### config.mk
export PLATFORM = sky130hd
export DESIGN_NAME = uart_rx_module
export DESIGN_NICKNAME = d
export VERILOG_FILES = /design/src/rtl/uart_rx_module.sv
export SDC_FILE = /design/constraint.sdc
export NUM_CORES = 1
export LEC_CHECK = 0
export CORE_UTILIZATION = 45
export CTS_BUF_LIST = sky130_fd_sc_hd__clkbuf_8 sky130_fd_sc_hd__clkbuf_16
export DETAILED_ROUTE_END_ITERATION = 6
export PLACE_DENSITY = 0.68
export SLEW_MARGIN = 15
export SYNTH_ARGS = -nofsm -noshare
export SYNTH_HDL_FRONTEND = slang
export SYNTH_SLANG_ARGS = --single-unit
### constraint.sdc
create_clock -name clk -period 3.4 [get_ports clk]
set_clock_uncertainty 0.15 [all_clocks]
set_input_delay 1.02 -clock clk [delete_from_list [all_inputs] [get_ports clk]]
set_output_delay 1.02 -clock clk [all_outputs]
set_load 0.02 [all_outputs]
### src/rtl/uart_rx_module.sv
// 8N1 UART receiver: 2-flop synchronizer, mid-bit sampling, one-cycle valid/frame_err pulses.
// Optional 8E1 framing with parity checking when UART_RX_PARITY_EN is defined.
module uart_rx_module #(
  parameter int CLKS_PER_BIT = 5208,
  parameter int CNT_W        = 16
) (
  input  logic       clk,
  input  logic       rst,
  input  logic       rx,
  output logic [7:0] data_out,
  output logic       valid,
  output logic       frame_err,
  output logic       parity_err,
  output logic       busy
);

  localparam logic [CNT_W-1:0] HALF_END = CNT_W'(CLKS_PER_BIT / 2 - 1);
  localparam logic [CNT_W-1:0] BIT_END  = CNT_W'(CLKS_PER_BIT - 1);

`ifdef UART_RX_PARITY_EN
  typedef enum logic [2:0] {IDLE, START, DATA, PARITY, STOP} state_t;
`else
  typedef enum logic [2:0] {IDLE, START, DATA, STOP} state_t;
`endif

  state_t           state_q, state_d;
  logic [CNT_W-1:0] cnt_q, cnt_d;
  logic [2:0]       bit_idx_q, bit_idx_d;
  logic [7:0]       shift_q, shift_d;
  logic [7:0]       data_out_q, data_out_d;
  logic             valid_q, valid_d;
  logic             frame_err_q, frame_err_d;
  logic             rx_meta_q, rx_s_q, rx_prev_q;
`ifdef UART_RX_PARITY_EN
  logic             parity_bad_q, parity_bad_d;
  logic             parity_err_q, parity_err_d;
`endif

  always_ff @(posedge clk or negedge rst) begin
    if (!rst) begin
      rx_meta_q <= 1'b1;
      rx_s_q    <= 1'b1;
      rx_prev_q <= 1'b1;
    end else begin
      rx_meta_q <= rx;
      rx_s_q    <= rx_meta_q;
      rx_prev_q <= rx_s_q;
    end
  end

  always_comb begin
    state_d     = state_q;
    cnt_d       = cnt_q + CNT_W'(1);
    bit_idx_d   = bit_idx_q;
    shift_d     = shift_q;
    data_out_d  = data_out_q;
    valid_d     = 1'b0;
    frame_err_d = 1'b0;
`ifdef UART_RX_PARITY_EN
    parity_bad_d = parity_bad_q;
    parity_err_d = 1'b0;
`endif
    case (state_q)
      IDLE: begin
        cnt_d = '0;
        // Re-arm only on a real 1->0 edge so a stuck-low line cannot retrigger.
        if (rx_prev_q && !rx_s_q) state_d = START;
      end
      START: begin
        if (cnt_q == HALF_END) begin
          cnt_d     = '0;
          bit_idx_d = 3'd0;
          state_d   = rx_s_q ? IDLE : DATA;
        end
      end
      DATA: begin
        if (cnt_q == BIT_END) begin
          cnt_d     = '0;
          shift_d   = {rx_s_q, shift_q[7:1]};
          bit_idx_d = bit_idx_q + 3'd1;
          if (bit_idx_q == 3'd7) begin
`ifdef UART_RX_PARITY_EN
            state_d = PARITY;
`else
            state_d = STOP;
`endif
          end
        end
      end
`ifdef UART_RX_PARITY_EN
      PARITY: begin
        if (cnt_q == BIT_END) begin
          cnt_d        = '0;
          parity_bad_d = (^shift_q) ^ rx_s_q;
          state_d      = STOP;
        end
      end
`endif
      STOP: begin
        if (cnt_q == BIT_END) begin
          cnt_d   = '0;
          state_d = IDLE;
          if (!rx_s_q) begin
            frame_err_d = 1'b1;
`ifdef UART_RX_PARITY_EN
          end else if (parity_bad_q) begin
            parity_err_d = 1'b1;
`endif
          end else begin
            valid_d    = 1'b1;
            data_out_d = shift_q;
          end
        end
      end
      default: state_d = IDLE;
    endcase
  end

  always_ff @(posedge clk or negedge rst) begin
    if (!rst) begin
      state_q     <= IDLE;
      cnt_q       <= '0;
      bit_idx_q   <= '0;
      shift_q     <= '0;
      data_out_q  <= '0;
      valid_q     <= 1'b0;
      frame_err_q <= 1'b0;
`ifdef UART_RX_PARITY_EN
      parity_bad_q <= 1'b0;
      parity_err_q <= 1'b0;
`endif
    end else begin
      state_q     <= state_d;
      cnt_q       <= cnt_d;
      bit_idx_q   <= bit_idx_d;
      shift_q     <= shift_d;
      data_out_q  <= data_out_d;
      valid_q     <= valid_d;
      frame_err_q <= frame_err_d;
`ifdef UART_RX_PARITY_EN
      parity_bad_q <= parity_bad_d;
      parity_err_q <= parity_err_d;
`endif
    end
  end

  assign data_out  = data_out_q;
  assign valid     = valid_q;
  assign frame_err = frame_err_q;
  assign busy      = (state_q != IDLE);
`ifdef UART_RX_PARITY_EN
  assign parity_err = parity_err_q;
`else
  assign parity_err = 1'b0;
`endif

endmodule

==> results of run 1 <==
[per-layer routing]
layer / share of wire (%) / up-vias
met4: 1.5 / 0
met5: 0 / -
met2: 49 / 13
met3: 2.3 / 5
li1: - / 603
met1: 47 / 609
[through the flow]
step | cell area [um2] | utilization (%) | power (W) | hold WS, ps
after floorplan | 2010 | - | 0.000679 | 195
after global placement | 2110 | 51.0 | 0.000700 | 202
after detailed placement | 2110 | 51.0 | 0.000708 | 199
after CTS | 2210 | 53.3 | 0.00104 | 216
after global routing | 2210 | 53.3 | 0.00108 | 220
final | 2210 | 53.3 | 0.00102 | 214
[worst paths after layout]
| check | start | endpoint | slack [ps] | depth (start not counted) |
|---|---|---|---|---|
| max | state_q[1]$_DFFE_PN0P_ | busy | 540 | 2 |
| min | rx_meta_q$_DFF_PN1_ | rx_s_q$_DFF_PN1_ | 210 | 0 |
| min reg2reg | rx_meta_q$_DFF_PN1_ | rx_s_q$_DFF_PN1_ | 210 | 0 |
| max reg2reg | cnt_q[0]$_DFF_PN0_ | shift_q[6]$_DFFE_PN0P_ | 980 | 5 |
| min in group asynchronous | rst | bit_idx_q[2]$_DFFE_PN0P_ | 690 | 1 |
| max in group asynchronous | rst | cnt_q[6]$_DFF_PN0_ | 1860 | 1 |
[state kept, by name, summed over array words and instances (netlist names), 2 cells and up]
register   flops
shift_q        8
bit_idx_q      3
data_out       8
state_q        2
cnt_q         16
[cells by family after synthesis]
logic type	count (synthesis)	synth area share, %
simple gates	64	19.4
flops	42	52.5
mux	16	10.6
buf+inv	16	5.23
xor+xnor	13	5.67
compound gates	10	4.55
fa+ha+maj	3	1.87
other cells	1	0.187
[power groups by stage]
stage | combinational (W) | clock, W | sequential [W]
after floorplan | 0.000109 | 0 | 0.000570
after global placement | 0.000114 | 0 | 0.000587
after detailed placement | 0.000119 | 0 | 0.000589
after CTS | 0.000119 | 0.000339 | 0.000580
after global routing | 0.000132 | 0.000363 | 0.000588
final | 0.000115 | 0.000328 | 0.000581
[worst max-delay path: stages, from the launching register on]
cell	delay (ps)
dfrtp_1	500
or2_2	340
clkdlybuf4s50_1	550
[cells in the final DEF, fill, tap and decap left out, types with 2 or more instances in the layout]
master	synthesis	layout
dfrtp_1	39	39
nor2_1	16	16
clkdlybuf4s50_1	0	12
mux2_4	9	9
nand4_1	8	8
xnor2_1	8	8
nand2_1	7	7
nand3_1	7	7
mux2_2	7	7
inv_1	6	6
xor2_1	5	5
clkbuf_8	0	5
nor4_1	4	4
nor3b_1	3	3
nor3_1	3	3
o221ai_1	3	3
ha_1	3	3
dfstp_2	3	3
and4bb_1	2	2
and4_1	2	2
and3_1	2	2
o21ai_0	2	2
[area by class of cell]
class,instances,area [um2],share of cell area (%)
flip-flops and latches,42,1050,47.8
multi-input cells,107,850,38.5
well taps,50,62.6,2.83
clock inverters,3,25.0,1.13
clock buffers,5,68.8,3.12
repair buffers,13,125,5.67
inverters,6,22.5,1.02
==> reports/metrics.cfg, run 1 <==
[clock_tree]
cts.sinks = 42
htreeDepth = 2
cts_buffers = 5
cts.repair.resized = 0
insertion_delay_ps = 290
cts_tree = built
cts_hold_buf = 0
cts_setup_buffers = 0
clock-root-buffer = clkbuf_8
clk_pin_slew_ps = 80
cts_buffer_depth = 2

[place]
place_ws_ps = 847
dpl.cell_count = 218
gp_congestion = 0.832
dp_hpwl_um = 2190
port_buffers = 13

[routing]
drt-vias-per-instance = 5.44
ant_nets = 0
drc = 0
firstDrtPassIters = 4
wl_um = 3150
drt_iter0_drc = 81
route.vias.total = 1230
post_drt_wl_per_cell_um = 13.9

[floorplanning]
fp.dieH_um = 68.8
start_util_pct = 48.5
dieWidth_um = 68.8
design.die.area_um2 = 4740
row_count = 23
core_um2 = 4140
ios = 15

[finish]
fin_cells = 226
syn2layout_area_growth_pct = 9.90
diodes = 0
final_layout_size_suffix_gt1_share_pct = 19.3
nets = 181
fillers = 362

[synth]
synth.ff_latch_count = 42
synthArstFlopShare_pct = 100
synthFlopType = dfrtp_1
yosys-top-cells-area = dfrtp_1 (49%), mux2_4 (6.7%), dfstp_2 (3.9%)
syn_area_um2 = 2010
synth_cell_types = 42
synth.most_common_cell = dfrtp_1
ys_warn_count = 0
synth_common_cells = dfrtp_1 (39), nor2_1 (16), mux2_4 (9), nand4_1 (8), xnor2_1 (8)
synth-edff-count = 0
synth_cells = 165
syn-num-nets = 171
yosys.area.top_type = dfrtp_1
synth_top_area_share_pct = 48.6
synth_area_per_cell_um2 = 12.2
synth_seq_area_share_pct = 52.5

[global_route]
grt_pass1_vias = 1208
grt.busiest_layer = met2
use_met3_pct = 3.95
antenna_found_initial = 0
gr-usage-met1_pct = 18.7
grt_pass1_wl_um = 5310
use_met2_pct = 25.9
grt_max_degree = 43
grt_overflow_total = 0
gr-usage-all-layers_pct = 15.5

[timing]
hold_viol = 0
worstMarginPinSlew_ps = 880
rsz0062_at_grt = false
max_freq_mhz = 350
setup_viol = 0
fin_crit_ps = 2860
max-slew-margin-rel_pct = 41.4
setup_ws_ps = 541
min_period_over_period_pct = 84.1
tns_ps = 0
slew_violations = 0

[worst_hold_path]
worstHoldPathType = reg2reg

[run]
maxCapViolCount = 0

[pwr]
swShare_pct = 28.5
pwr-share-seq_pct = 56.7
pwr-share-clk_pct = 32.0
p_comb_share_pct = 11.3
switching_power_w = 0.000292
power.internal_w = 0.000732
p_per_area_nw_per_um2 = 464
p_leak_nw = 0.969
ir_drop_mv = 0.477

[critical_path]
crit_required_ps = 2230
cp-end-kind = output pin
cp_max_fo = 11
critPathKind = reg2out
crit_arrival_ps = 1690
startpoint_type = register

[outcome]
status = finished, final reports clean

No activity file was read; power rests on OpenSTA's default activity.
==> run 2: changes to the inputs <==
==> constraint.sdc (replaced) <==
create_clock -name clk -period 2.8 [get_ports clk]
set_clock_uncertainty 0.15 [all_clocks]
set_input_delay 0.84 -clock clk [delete_from_list [all_inputs] [get_ports clk]]
set_output_delay 0.84 -clock clk [all_outputs]
set_load 0.02 [all_outputs]
==> run 2 against run 1 <==
- via count rose by 0.81%
- wire length grew 3.6%
- total power is 22% higher
- sequential power increased by 21%
- register-to-register slack lost 550 ps
- setup slack worse by 420 ps
- sequential share of layout area shrank 0.13 points
- global-route usage is 0.76 points higher
- critical path depth stayed put
- first-iteration DRC count shrank 51%
- clock power rose by 22%
- die area unchanged
- critical path type unchanged
==> reports/metrics.cfg, run 2 (synthesized netlist as in run 1, its figures left out) <==
[finish]
diodes = 0  ; unchanged
regMostFlops = cnt_q  ; unchanged
nets = 182  ; was 181
multi_input_area_um2 = 850  ; unchanged
fillers = 377  ; was 362
final_cell_mix = dfrtp_1 (39), nor2_1 (16), clkdlybuf4s50_1 (12), mux2_4 (9)  ; unchanged
final_common_cell = dfrtp_1  ; unchanged
seqCellArea_um2 = 1050  ; unchanged
syn2layout_area_growth_pct = 10.2  ; was 9.90%
largest_register_ffs = 16  ; unchanged
finish.utilization_pct = 53.4  ; was 53.3%
final_layout_size_suffix_gt1_share_pct = 19.8  ; was 19.3%

[clock_tree]
cts.sinks = 42  ; unchanged
insertion_delay_ps = 300  ; was 290 ps
cts.repair.resized = 0  ; unchanged
cts_setup_buffers = 0  ; unchanged
cts_hold_buf = 0  ; unchanged
cts_buffer_depth = 2  ; unchanged
htreeDepth = 2  ; unchanged
cts_tree = built  ; unchanged
clk_pin_slew_ps = 90  ; was 80 ps
clock-root-buffer = clkbuf_8  ; unchanged
cts_buffers = 5  ; unchanged

[run]
maxCapViolCount = 0  ; unchanged

[critical_path]
cp-end-kind = output pin  ; unchanged
crit_chain = or2_2 -> clkdlybuf4s50_1  ; unchanged
critPathSlowestCell = clkdlybuf4s50_1  ; unchanged
critPathKind = reg2out  ; unchanged
crit_required_ps = 1810  ; was 2230 ps
slowest_delay_ps = 540  ; was 550 ps
cp_max_fo = 11  ; unchanged
crit_arrival_ps = 1690  ; about the same
startpoint_type = register  ; unchanged
critical-path-top-delay-family = buffers and inverters  ; unchanged
crit_buf_inv = 1  ; unchanged

[global_route]
gr-usage-all-layers_pct = 16.2  ; was 15.5%
grt_overflow_total = 0  ; unchanged
grt_pass1_wl_um = 5350  ; was 5310 um
antenna_found_initial = 0  ; unchanged
grt_max_degree = 30  ; was 43
grt_pass1_vias = 1169  ; was 1208

[routing]
firstDrtPassIters = 4  ; unchanged
drc = 0  ; unchanged
post_drt_wl_per_cell_um = 14.4  ; was 13.9 um
route.vias.total = 1240  ; was 1230
drt-vias-per-instance = 5.46  ; was 5.44
ant_nets = 0  ; unchanged
drt_iter0_drc = 40  ; was 81
wl_um = 3260  ; was 3150 um

[place]
port_buffers = 13  ; unchanged
dp_hpwl_um = 2290  ; was 2190 um
gp_congestion = 0.872  ; was 0.832

[pwr]
ir_drop_mv = 0.257  ; was 0.477 mV
p_leak_nw = 0.970  ; was 0.969 nW
p_per_area_nw_per_um2 = 562  ; was 464 nW/um2

[timing]
hold_viol = 0  ; unchanged
rsz0062_at_grt = false  ; unchanged
fin_crit_ps = 2680
setup_viol = 0  ; unchanged
min_period_over_period_pct = 95.8
hold-worst-slack_ps = 204  ; was 214 ps
tns_ps = 0  ; unchanged
slew_violations = 0  ; unchanged
max_freq_mhz = 373

[floorplanning]
row_count = 23  ; unchanged
ios = 15  ; unchanged
start_util_pct = 48.5  ; unchanged
core_um2 = 4140  ; unchanged
fp.dieH_um = 68.8  ; unchanged
design.die.area_um2 = 4740  ; unchanged
dieWidth_um = 68.8  ; unchanged

[worst_hold_path]
worstHoldPathType = reg2reg  ; unchanged

[outcome]
status = finished, final reports clean  ; unchanged

-- run 2: final timing paths --
path	slack [ps]	endpoint	start	cells after the start
setup / recovery	120	busy	state_q[1]$_DFFE_PN0P_	2
hold / removal	200	rx_s_q$_DFF_PN1_	rx_meta_q$_DFF_PN1_	0
setup reg to reg	430	shift_q[6]$_DFFE_PN0P_	cnt_q[0]$_DFF_PN0_	5
hold reg to reg	200	rx_s_q$_DFF_PN1_	rx_meta_q$_DFF_PN1_	0
max in group asynchronous	1530	rx_meta_q$_DFF_PN1_	rst	2
min in group asynchronous	260	bit_idx_q[2]$_DFFE_PN0P_	rst	1
-- run 2: area by class of cell --
| class | instances | share of cell area [%] |
|---|---|---|
| sequential | 42 | 47.6 |
| multi-input combinational | 107 | 38.4 |
| timing repair buffer | 14 | 5.99 |
| clock buffer | 5 | 3.11 |
| tap | 50 | 2.82 |
| clock inverter | 3 | 1.07 |
| inverter | 6 | 1.02 |
-- run 2: stage by stage --
stage               power (W)  worst slack, ps  instances  instance area [um2]
CTS                   0.00126              110        227                 2210
global placement     0.000851              472        219                 2120
floorplan            0.000824              696        165                 2010
finish                0.00124              117        227                 2210
detailed placement   0.000859              434        219                 2120
global route          0.00132             51.1        227                 2210
-- run 2: report_power, final --
group          internal [W]  leakage (nW)  total [W]  switching (W)
logic             0.0000643         0.363   0.000141      0.0000770
registers          0.000647         0.566   0.000703      0.0000567
clock network      0.000178        0.0408   0.000400       0.000222
total              0.000889         0.970    0.00124       0.000355
-- run 2: layer usage --
metal  part of all wire, %  track usage [%]
met2                    48             27.0
met5                     0                0
met3                   4.3             5.92
met4                   1.6             7.65
met1                    46             18.5
-- run 2: worst reg2reg max path: stages, from the launching register on --
cell and delay (ps):
dfrtp_1 410, ha_1 300, nor4b_2 260, and4_1 460, and3_4 350, mux2_4 320
==> run 3: changes to the inputs <==
--- a/config.mk
+++ b/config.mk
@@ -5,10 +5,12 @@
 export SDC_FILE = /design/constraint.sdc
 export NUM_CORES = 1
 export LEC_CHECK = 0
+export CAP_MARGIN = 10
 export CORE_UTILIZATION = 45
 export CTS_BUF_LIST = sky130_fd_sc_hd__clkbuf_8 sky130_fd_sc_hd__clkbuf_16
 export DETAILED_ROUTE_END_ITERATION = 6
 export PLACE_DENSITY = 0.68
+export SETUP_SLACK_MARGIN = 0.3
 export SLEW_MARGIN = 15
 export SYNTH_ARGS = -nofsm -noshare
 export SYNTH_HDL_FRONTEND = slang
==> run 3 against run 2 <==
- sequential share of layout area barely moved
- clock-buffer cell count did not move
- critical path depth is the same
- non-clock buffer count unchanged
- first-iteration DRC count did not move
- wire length barely moved
- register-to-register slack improved by 90 ps
- sequential power is essentially flat
- final cell count did not move
- clock power hardly changed
- highest routed layer unchanged
==> reports/metrics.cfg, run 3 (synthesized netlist as in run 1, its figures left out) <==
[finish]
fillers = 377  ; unchanged
largest_register_ffs = 16  ; unchanged
regMostFlops = cnt_q  ; unchanged
nets = 182  ; unchanged
final_cell_mix = dfrtp_1 (38), nor2_1 (16), clkdlybuf4s50_1 (11), mux2_4 (9)  ; was dfrtp_1 (39), nor2_1 (16), clkdlybuf4s50_1 (12), mux2_4 (9)
syn2layout_area_growth_pct = 10.3  ; was 10.2%
final_common_cell = dfrtp_1  ; unchanged
final_layout_size_suffix_gt1_share_pct = 20.9  ; was 19.8%
diodes = 0  ; unchanged
fin_cells = 227  ; unchanged

[critical_path]
reg2reg_from = cnt_q[0]$_DFF_PN0_  ; unchanged
critPathKind = reg2out  ; unchanged
crit_arrival_ps = 1430  ; was 1690 ps
rr_worst_depth = 5  ; unchanged
startpoint_type = register  ; unchanged
timing.rr.end = shift_q[6]$_DFFE_PN0P_  ; unchanged
cp-end-kind = output pin  ; unchanged
r2r_slack_ps = 520  ; was 430 ps
cp_max_fo = 11  ; unchanged
crit_required_ps = 1810  ; about the same

[run]
maxCapViolCount = 0  ; unchanged

[global_route]
grt.busiest_layer = met2  ; unchanged
grt_pass1_vias = 1169  ; unchanged
gr-usage-all-layers_pct = 16.2  ; unchanged
grt_overflow_total = 0  ; unchanged
use_met3_pct = 5.92  ; unchanged
gr-usage-met1_pct = 18.5  ; unchanged
grt_pass1_wl_um = 5350  ; unchanged
grt_max_degree = 30  ; unchanged
antenna_found_initial = 0  ; unchanged
use_met2_pct = 27.0  ; unchanged

[pwr]
fin_total_pwr_w = 0.00124  ; about the same
ir_drop_mv = 0.257  ; about the same
p_per_area_nw_per_um2 = 561  ; was 562 nW/um2
p_leak_nw = 0.967  ; was 0.970 nW

[timing]
min_period_over_period_pct = 86.3  ; was 95.8%
fin_crit_ps = 2420  ; was 2680 ps
tns_ps = 0  ; unchanged
rsz0062_at_grt = false  ; unchanged
hold_viol = 0  ; unchanged
max_freq_mhz = 414  ; was 373 MHz
slew_violations = 0  ; unchanged
setup_viol = 0  ; unchanged
hold-worst-slack_ps = 204  ; unchanged

[floorplanning]
ios = 15  ; unchanged
core_um2 = 4140  ; unchanged
row_count = 23  ; unchanged
fp.dieH_um = 68.8  ; unchanged
design.die.area_um2 = 4740  ; unchanged
start_util_pct = 48.5  ; unchanged
dieWidth_um = 68.8  ; unchanged

[routing]
ant_nets = 0  ; unchanged
drt-vias-per-instance = 5.46  ; unchanged
drc = 0  ; unchanged
wl_um = 3270  ; was 3260 um
post_drt_wl_per_cell_um = 14.4  ; about the same
firstDrtPassIters = 4  ; unchanged
route.vias.total = 1240  ; unchanged
drt_iter0_drc = 40  ; unchanged

[clock_tree]
insertion_delay_ps = 300  ; about the same
clk_pin_slew_ps = 90  ; about the same
clock-root-buffer = clkbuf_8  ; unchanged
htreeDepth = 2  ; unchanged
cts.sinks = 42  ; unchanged
cts_setup_buffers = 0  ; unchanged
cts_buffers = 5  ; unchanged
cts_tree = built  ; unchanged
cts_hold_buf = 0  ; unchanged
cts.repair.resized = 2  ; was 0
cts_buffer_depth = 2  ; unchanged

[worst_hold_path]
worstHoldStart = rx_meta_q$_DFF_PN1_  ; unchanged
worstHoldPathType = reg2reg  ; unchanged
hold_end = rx_s_q$_DFF_PN1_  ; unchanged
holdPathStages = 0  ; unchanged

[place]
gp_congestion = 0.872  ; unchanged
dp_hpwl_um = 2290  ; unchanged
port_buffers = 13  ; unchanged
dpl.cell_count = 219  ; unchanged

[outcome]
status = finished, final reports clean  ; unchanged

## run 3: cell types whose count changed in the layout (fill, tap and decap cells not counted), sizes merged
cell | previous run | this run
clkdlybuf4s50 | 12 | 11
dlygate4sd2 | 0 | 1
## run 3: routing by layer
metal,vias up,wire (um)
li1,601,-
met2,20,1580
met5,-,0
met1,613,1490
met4,0,53
met3,6,140
## run 3: worst max-delay path by stage
stage,start,slack [ps],endpoint,cells past startpoint
2_1_floorplan,cnt_q[0]$_DFF_PN0_,700,shift_q[0]$_DFFE_PN0P_,8
3_3_place_gp,state_q[1]$_DFFE_PN0P_,470,busy,2
3_5_place_dp,cnt_q[0]$_DFF_PN0_,430,shift_q[6]$_DFFE_PN0P_,5
4_1_cts,state_q[1]$_DFFE_PN0P_,370,busy,2
5_1_grt,state_q[1]$_DFFE_PN0P_,340,busy,2
6_report,state_q[1]$_DFFE_PN0P_,380,busy,2
## run 3: layout make-up
| class | instances | area (um2) | area share (%) |
|---|---|---|---|
| well taps | 50 | 62.6 | 2.82 |
| clock inverters | 3 | 23.8 | 1.07 |
| inverters | 6 | 22.5 | 1.02 |
| repair buffers | 14 | 131 | 5.93 |
| flip-flops and latches | 42 | 1060 | 47.7 |
| multi-input cells | 107 | 851 | 38.4 |
| clock buffers | 5 | 68.8 | 3.11 |
## run 3: through the flow
step	area [um2]	worst slack [ps]	util, %
after detailed placement	2120	434	51.2
after floorplan	2010	696	-
after CTS	2210	374	53.4
final	2220	384	53.5
after global placement	2120	472	51.2
after global routing	2220	335	53.5
## run 3: critical path, stage by stage (launching register included)
cell           delay [ps]
dfrtp_2               490
or2_2                 310
dlygate4sd2_1         320
## run 3: where the power goes
part	total [W]	switching, W	internal [W]	leakage [nW]
Combinational	0.000140	0.0000769	0.0000626	0.362
Sequential	0.000703	0.0000567	0.000647	0.564
Clock	0.000400	0.000222	0.000178	0.0408
